File: config.mk
export PLATFORM = sky130hd
export DESIGN_NAME = dds_sine_gen
export DESIGN_NICKNAME = d
export VERILOG_FILES = /design/src/rtl/dds_sine_gen.sv
export SDC_FILE = /design/constraint.sdc
export NUM_CORES = 1
export LEC_CHECK = 0
export CORE_UTILIZATION = 62
export CTS_CLUSTER_SIZE = 30
export DETAILED_ROUTE_END_ITERATION = 8
export HOLD_SLACK_MARGIN = 0.06
export PLACE_DENSITY = 0.9
export SETUP_SLACK_MARGIN = 0.4
export SYNTH_ARGS = -nofsm -noshare
export SYNTH_HDL_FRONTEND = slang
export SYNTH_SLANG_ARGS = --single-unit
export TNS_END_PERCENT = 1
File: constraint.sdc
create_clock -name i_clk -period 3.3 [get_ports i_clk]
set_input_delay 0.495 -clock i_clk [delete_from_list [all_inputs] [get_ports i_clk]]
set_output_delay 0.495 -clock i_clk [all_outputs]
set_load 0.02 [all_outputs]
File: src/rtl/dds_sine_gen.sv
// dds_sine_gen -- direct digital synthesis sine source.
//
// A 32-bit phase accumulator advances by the active tuning word on every
// sample strobe. Its top PHASE_W bits, plus a per-sample phase offset, index a
// quarter-wave table that is folded by quadrant symmetry. The result is a
// signed sample with a fixed 3-cycle latency and a matching valid.
//
// The quarter-wave table is computed at elaboration with an integer-only
// constant function:
//   rom[i] = round(sin((i+0.5)*2*pi/2^PHASE_W) * (2^(DATA_W-1)-1))
// This is the same content as the sin_qw.hex image, but no file is needed, so
// there is no ROM_FILE parameter. The half-step offset makes the mirrored
// address exact. No table entry is zero, and negation never reaches
// -2^(DATA_W-1).
//
// Optional feature: define DDS_COS_OUT_EN to add the o_cos port. It is fed by
// a second table read port at phase p0 + 2^(PHASE_W-2) and is aligned with
// o_sin.
//
// Ports:
//   i_clk        clock, rising edge
//   i_rst_n      synchronous reset, active low
//   i_en         sample strobe, one output sample per cycle high
//   i_ftw        frequency tuning word (staged)
//   i_ftw_ld     load i_ftw into the active tuning word
//   i_phase_off  phase offset added to the truncated phase, sampled with i_en
//   i_sync       restart phase at 0
//   o_vld        sample valid, 3 cycles after i_en
//   o_sin        signed sine sample (holds while no new sample)
//   o_cos        signed cosine sample (DDS_COS_OUT_EN only)
module dds_sine_gen #(
  parameter int ACC_W   = 32,
  parameter int PHASE_W = 10,
  parameter int DATA_W  = 16
) (
  input  logic                     i_clk,
  input  logic                     i_rst_n,
  input  logic                     i_en,
  input  logic [ACC_W-1:0]         i_ftw,
  input  logic                     i_ftw_ld,
  input  logic [PHASE_W-1:0]       i_phase_off,
  input  logic                     i_sync,
  output logic                     o_vld,
`ifdef DDS_COS_OUT_EN
  output logic signed [DATA_W-1:0] o_sin,
  output logic signed [DATA_W-1:0] o_cos
`else
  output logic signed [DATA_W-1:0] o_sin
`endif
);

  localparam int STAGES = 3;
  localparam int QW     = 2 ** (PHASE_W - 2);
  localparam int AW     = PHASE_W - 2;

  // pi in unsigned Q60 fixed point
  localparam logic [127:0] PI_Q60 = 128'h3243F6A8885A308D;

  // Rounded, scaled sine of the centre of quarter-wave bucket i.
  // Horner-form Taylor series in Q60 with 128-bit intermediates. Everything
  // stays positive over [0, pi/2), so plain unsigned arithmetic is exact
  // enough that the rounding matches a double-precision reference.
  function automatic logic [DATA_W-2:0] sin_entry(input int i);
    logic [127:0] one, amp, x, x2, t, s, r;
    one = 128'd1 << 60;
    amp = (128'd1 << (DATA_W - 1)) - 128'd1;
    x   = (128'(2 * i + 1) * PI_Q60) >> PHASE_W;
    x2  = (x * x) >> 60;
    t   = one;
    for (int k = 12; k >= 1; k--)
      t = one - ((x2 * t) >> 60) / 128'(2 * k * (2 * k + 1));
    s = (x * t) >> 60;
    r = (s * amp + (one >> 1)) >> 60;
    return (DATA_W-1)'(r);
  endfunction

  logic [DATA_W-2:0] rom [QW];

  for (genvar gi = 0; gi < QW; gi++) begin : g_rom
    localparam logic [DATA_W-2:0] ENTRY = sin_entry(gi);
    assign rom[gi] = ENTRY;
  end

  logic [ACC_W-1:0]   acc, ftw_r;
  logic [STAGES:0]    vld_pipe;   // [0] p0 valid ... [STAGES] output valid
  logic [PHASE_W-1:0] p0;
  logic [AW-1:0]      addr_s1;
  logic               neg_s1, neg_s2;
  logic [DATA_W-2:0]  rom_s2;
  logic signed [DATA_W-1:0] mag_s;

  // sync with a strobe starts this sample at phase 0
  logic [PHASE_W-1:0] acc_ph;
  assign acc_ph = i_sync ? '0 : acc[ACC_W-1 -: PHASE_W];

  assign mag_s = {1'b0, rom_s2};
  assign o_vld = vld_pipe[STAGES];

  // Control state and outputs: these are the only registers that reset.
  always_ff @(posedge i_clk) begin
    if (!i_rst_n) begin
      acc      <= '0;
      ftw_r    <= '0;
      vld_pipe <= '0;
      o_sin    <= '0;
    end else begin
      // the strobe in the same cycle still steps by the old ftw_r
      if (i_ftw_ld) ftw_r <= i_ftw;
      if (i_en)
        acc <= i_sync ? ftw_r : acc + ftw_r;
      else if (i_sync)
        acc <= '0;
      vld_pipe <= {vld_pipe[STAGES-1:0], i_en};
      if (vld_pipe[STAGES-1])
        o_sin <= neg_s2 ? -mag_s : mag_s;
    end
  end

  // Datapath stages (no reset needed; qualified by vld_pipe)
  always_ff @(posedge i_clk) begin
    if (i_en) p0 <= acc_ph + i_phase_off;
    // odd quadrants read the table mirrored; the upper half-wave is negated
    addr_s1 <= p0[PHASE_W-2] ? ~p0[AW-1:0] : p0[AW-1:0];
    neg_s1  <= p0[PHASE_W-1];
    rom_s2  <= rom[addr_s1];
    neg_s2  <= neg_s1;
  end

`ifdef DDS_COS_OUT_EN
  logic [PHASE_W-1:0] pc;
  logic [AW-1:0]      addr_c1;
  logic               neg_c1, neg_c2;
  logic [DATA_W-2:0]  rom_c2;
  logic signed [DATA_W-1:0] mag_c;

  // cosine is the sine a quarter wave ahead
  assign pc    = p0 + PHASE_W'(QW);
  assign mag_c = {1'b0, rom_c2};

  always_ff @(posedge i_clk) begin
    addr_c1 <= pc[PHASE_W-2] ? ~pc[AW-1:0] : pc[AW-1:0];
    neg_c1  <= pc[PHASE_W-1];
    rom_c2  <= rom[addr_c1];
    neg_c2  <= neg_c1;
  end

  always_ff @(posedge i_clk) begin
    if (!i_rst_n)
      o_cos <= '0;
    else if (vld_pipe[STAGES-1])
      o_cos <= neg_c2 ? -mag_c : mag_c;
  end
`endif

endmodule
* After elaboration in Yosys (flattened, before gate mapping)
Memory sizes are Yosys's and may differ from the RTL's. A register that Yosys moved wholly into a read port is not among the register bits.
Cells that the tools add are included.
Widths: inputs -> output; s select.
** Word-level totals
- Memories kept :: 1
- Output and inout bits :: 17
- Word-level logic and storage cells :: 21
- Register bits :: 104
- Bits in read-only memories :: 3840
- Input port bits :: 47
** Memories
- (no name shown) :: depth 256, bits a word 15, rd ports 1, clocked after Yosys merged registers in 1, write ports 0, line 125 : rom_s2 <= rom[addr_s1];
** Cells by class
- Add/sub/neg operators :: 3
- Bitwise operators :: 2
- Reduce and logical (&&, ||, !) cells :: 1
- Multiplexer cells :: 6
** Operators by type and width (number)
- $mux 32 :: 3
- $add 32x32->32 :: 1
- $mux 16 :: 1
- $neg 15->16 :: 1
- $add 10x10->10 :: 1
- $mux 10 :: 1
- $not 8->9 :: 1
- $mux 8 :: 1
- $not 8->8 :: 1
- $reduce_bool 2->1 :: 1

* Longest topological paths before layout
- Depth in word-level cells :: 3
- Mapped depth :: 13

* Least setup slack after synthesis
Ideal clock, no wire load.
- Path type :: register to register
- From :: reg addr_s1[1]
- To :: reg rom_s2[0]
- Stages on the path, launching flop included :: 12
- Required time :: 3166 ps
- Data arrival time :: 2802 ps
- Library setup time :: 134 ps
- Period minus slack after synthesis :: 2937 ps
- Path buffers :: 2
- Setup slack :: 363 ps
- Path through :: dfxtp_1 > clkbuf_1 > clkinv_1 > ha_1 > clkbuf_1 > nor2b_1 > a21oi_1 > nor2_1 > a21oi_1 > a21oi_1 > a21oi_1 > mux4_2
** Between the ends
- Cells in the longest elaborated chain, start to end :: 1
** Ends and longest elaborated chain
- start: declaration :: line 87 : logic [AW-1:0] addr_s1;
- start signal: assignment :: line 123 : addr_s1 <= p0[PHASE_W-2] ? ~p0[AW-1:0] : p0[AW-1:0];
- $not 8->9 (implied by the code) :: line 125
- end: declaration :: line 89 : logic [DATA_W-2:0] rom_s2;
No other way between the ends.
A chain may end at the register's enable or synchronous reset.

* Worst setup path after layout
- From :: reg ftw_r[2]
- To :: reg acc[19]
** Between the ends
- Cells in the longest elaborated chain, start to end :: 3
** Ends and longest elaborated chain
- start: declaration :: line 84 : logic [ACC_W-1:0] acc, ftw_r;
- start signal: assignment :: line 108 : if (i_ftw_ld) ftw_r <= i_ftw;
- $add 32x32->32 :: line 110 : acc <= i_sync ? ftw_r : acc + ftw_r;
- $mux 32 :: line 110
- $mux 32 :: line 109 : if (i_en)
- end signal: assignment :: line 110
- end: declaration :: line 84
No other way between the ends.

==> run metrics <==
CP Buf/Inv Count 0; CTS Hold Bufs 0; final setup TNS 0 ns; clk_skew 0.0128 ns; most frequent CP cell o21ai_1; core area 17200 µm²; Ys Warns 0; Row Count 48; Root Buffer clkbuf_16; Critical-path top delay cell a2111oi_4; Gate power share 43.3%; post-layout util 72.9%; Routed WL 40900 µm; fmax 0.342 GHz; net load switching power 0.00290 W; Post-synth ARST share 0%; syn nets 1607; detailed-placement wirelength estimate 27400 µm; Clock transition at path regs 0.06 ns; Die Height 134 µm; critical path arrival 3.24 ns; initial core utilization 63.3%; crit share post-route 88.6%; vias 12300; total global-route track usage 44.2%; Worst Setup End Kind flip-flop; Clock power frac 29.7%; Final setup violation count 0; Tmin final 2.93 ns; H-tree Lvls 4; vias in the first global route 11300; startpoint class of the critical path flip-flop; delay of the slowest cell on the worst path 0.48 ns; Pint 0.00396 W; Final Wtd Congestion 1.04; hold crit path type flip-flop to flip-flop; Wirelength per Cell 23.5 µm; peak supply drop 471 µV; Chip Width 134 µm; Max Slew Vio Count 0; pre-CTS WS 0.0886 ns; worst-margin pin slew 1.04 ns; Top FF cell, synth dfxtp_1; LEAKAGE 5.06 nW; post-layout net count 1611; ANT nets after route 0; GR Overflow Total 0; Hold Vio Cnt, Final 0; Net Sw Frac 42.3%; crit-path cells ha_1 -> o21ai_1 -> or2_4 -> o31ai_4 -> o21bai_1 -> a2111oi_4 -> o21ai_0 -> a31oi_1 -> o21ai_1 -> and2_1; synthesized flop and latch total 119; layout cells sized above 1 9.42%; drt drc 0; crit path max fanout 4; Syn Area/Cell 7.24 µm²; First DRT Iteration DRCs 1792; RSZ-0062 raised after global routing true; Synth Instances 1501; via/cell ratio 7.05; clock latency at the later pin of the worst-skew pair 0.43 ns; IO Port Bufs 63; maxcap violations 0; CTS Buf Count 17; CP required 3.62 ns; Fin Hold WS 0.351 ns; First-pass DRT Iterations 8; Post-synth EDFFs 10; run status complete, no violations; total die area 18100 µm²; Slew HR 30.5%; CTS tree yes; Reg power frac 27.0%; Ports 64; CTS Sinks 119; Final WS setup 0.375 ns; WS Path Type flip-flop to flip-flop; Max Root-Sink Buffers 2; PwrDens 548 nW/µm²; Area Growth Syn to Fin 15.2%; largest net degree at the start of global routing 92; Netlist cell types 79; cell family with most CP delay compound AO/OA/AOI/OAI gates; initial antenna violation count 1; first-pass GRT wire length 62100 µm; sequential fraction of the synthesis area 22.8%; n_diodes 0; Mapped Area 10900 µm²
-- synth_stat cells, types with 6 or more instances --
master / instances / area share, %
o22ai_1: 7 / 0.40
a311oi_1: 16 / 1.3
nand3_1: 30 / 1.4
ha_1: 57 / 6.6
o211a_1: 14 / 1.3
nand2_1: 171 / 5.9
xnor2_1: 25 / 2.0
buf_2: 14 / 0.64
and3_1: 8 / 0.46
a31oi_1: 29 / 1.7
o21a_1: 6 / 0.41
a21oi_1: 160 / 7.4
dfxtp_1: 109 / 20
and2_1: 26 / 1.5
mux2i_1: 57 / 5.2
nor3_1: 34 / 1.6
clkbuf_1: 89 / 3.1
nand2b_1: 19 / 1.1
o21bai_1: 13 / 0.90
a211oi_1: 29 / 2.0
o31ai_1: 15 / 1.0
nor2_1: 122 / 4.2
buf_1: 30 / 1.0
inv_1: 27 / 0.93
or3_1: 11 / 0.63
xor2_1: 31 / 2.5
o211ai_1: 16 / 1.1
o311ai_0: 12 / 0.97
o21ai_0: 138 / 6.4
nor2b_1: 60 / 3.5
a21o_1: 18 / 1.2
edfxtp_1: 10 / 2.8
-- path summary, 6_finish.rpt --
kind,from,to,slack (ns),cells after the start
max reg2reg,ftw_r[2],acc[19],0.37,10
max,ftw_r[2],acc[19],0.37,10
min reg2reg,p0[9],neg_s1,0.35,0
min,p0[9],neg_s1,0.35,0
-- power groups by stage --
stage	sequential (W)	combinational, W	clock, W
after CTS	0.00183	0.00279	0.00203
after global placement	0.00185	0.00276	0
after detailed placement	0.00186	0.00277	0
final	0.00185	0.00297	0.00204
after floorplan	0.00175	0.00194	0
after global routing	0.00186	0.00315	0.00210
-- per-stage QoR --
| stage | cells | total power, W | area, µm² |
|---|---|---|---|
| 6_report | 1743 | 0.00686 | 12500 |
| 5_1_grt | 1743 | 0.00710 | 12500 |
| 4_1_cts | 1740 | 0.00665 | 12400 |
| 3_5_place_dp | 1707 | 0.00463 | 11700 |
| 3_3_place_gp | 1707 | 0.00461 | 11700 |
| 2_1_floorplan | 1501 | 0.00369 | 10900 |
-- logic make-up after synthesis --
group	share of synthesized area, %
compound gates	31.3
flops	22.8
xor+xnor	4.51
simple gates	22.0
buf+inv	5.76
fa+ha+maj	6.93
mux	6.60
-- flip-flops by register name, indices dropped and copies added, names as in the netlist --
signal,count
acc,32
ftw_r,32
o_sin,16
rom_s2,15
p0,10
addr_s1,8
vld_pipe,4
neg_s1,1
neg_s2,1
-- layer usage --
metal  global-route usage [%]  up-vias  part of all wire (%)
li1                         -     5442                     -
met1                     53.5     5688                    36
met2                     70.6      944                    46
met3                     12.4      216                    12
met4                     24.8        0                   6.1
met5                        0        -                     0
-- repair_timing --
item                                    4_1_cts  5_1_grt
setup buffers                                 1        3
gates resized for setup                       5       21
hold endpoints to repair                      0        0
pin swaps                                     1        3
endpoints found under the setup margin        6       11
-- placed cells by master, fill, tap and decap left out, types with 19 or more instances in the layout --
cell type	n
o21ai_0	137
nor3_1	34
nand2b_1	19
nor2b_1	59
xor2_1	31
a211oi_1	28
inv_1	27
and2_1	26
clkdlybuf4s50_1	60
xnor2_1	25
a31oi_1	28
nand2_1	171
ha_1	49
a21oi_1	158
dfxtp_1	105
buf_4	50
mux2i_1	57
nand3_1	29
nor2_1	122
-- cell type report --
type	instances	area [µm²]
Clock buffer	20	478
Sequential cell	119	2490
Timing Repair Buffer	118	1090
Tap cell	225	282
Clock inverter	12	163
Inverter	29	110
Multi-Input combinational cell	1220	7900
Fill cell	1286	4660
(Power assumes the default switching activity.)
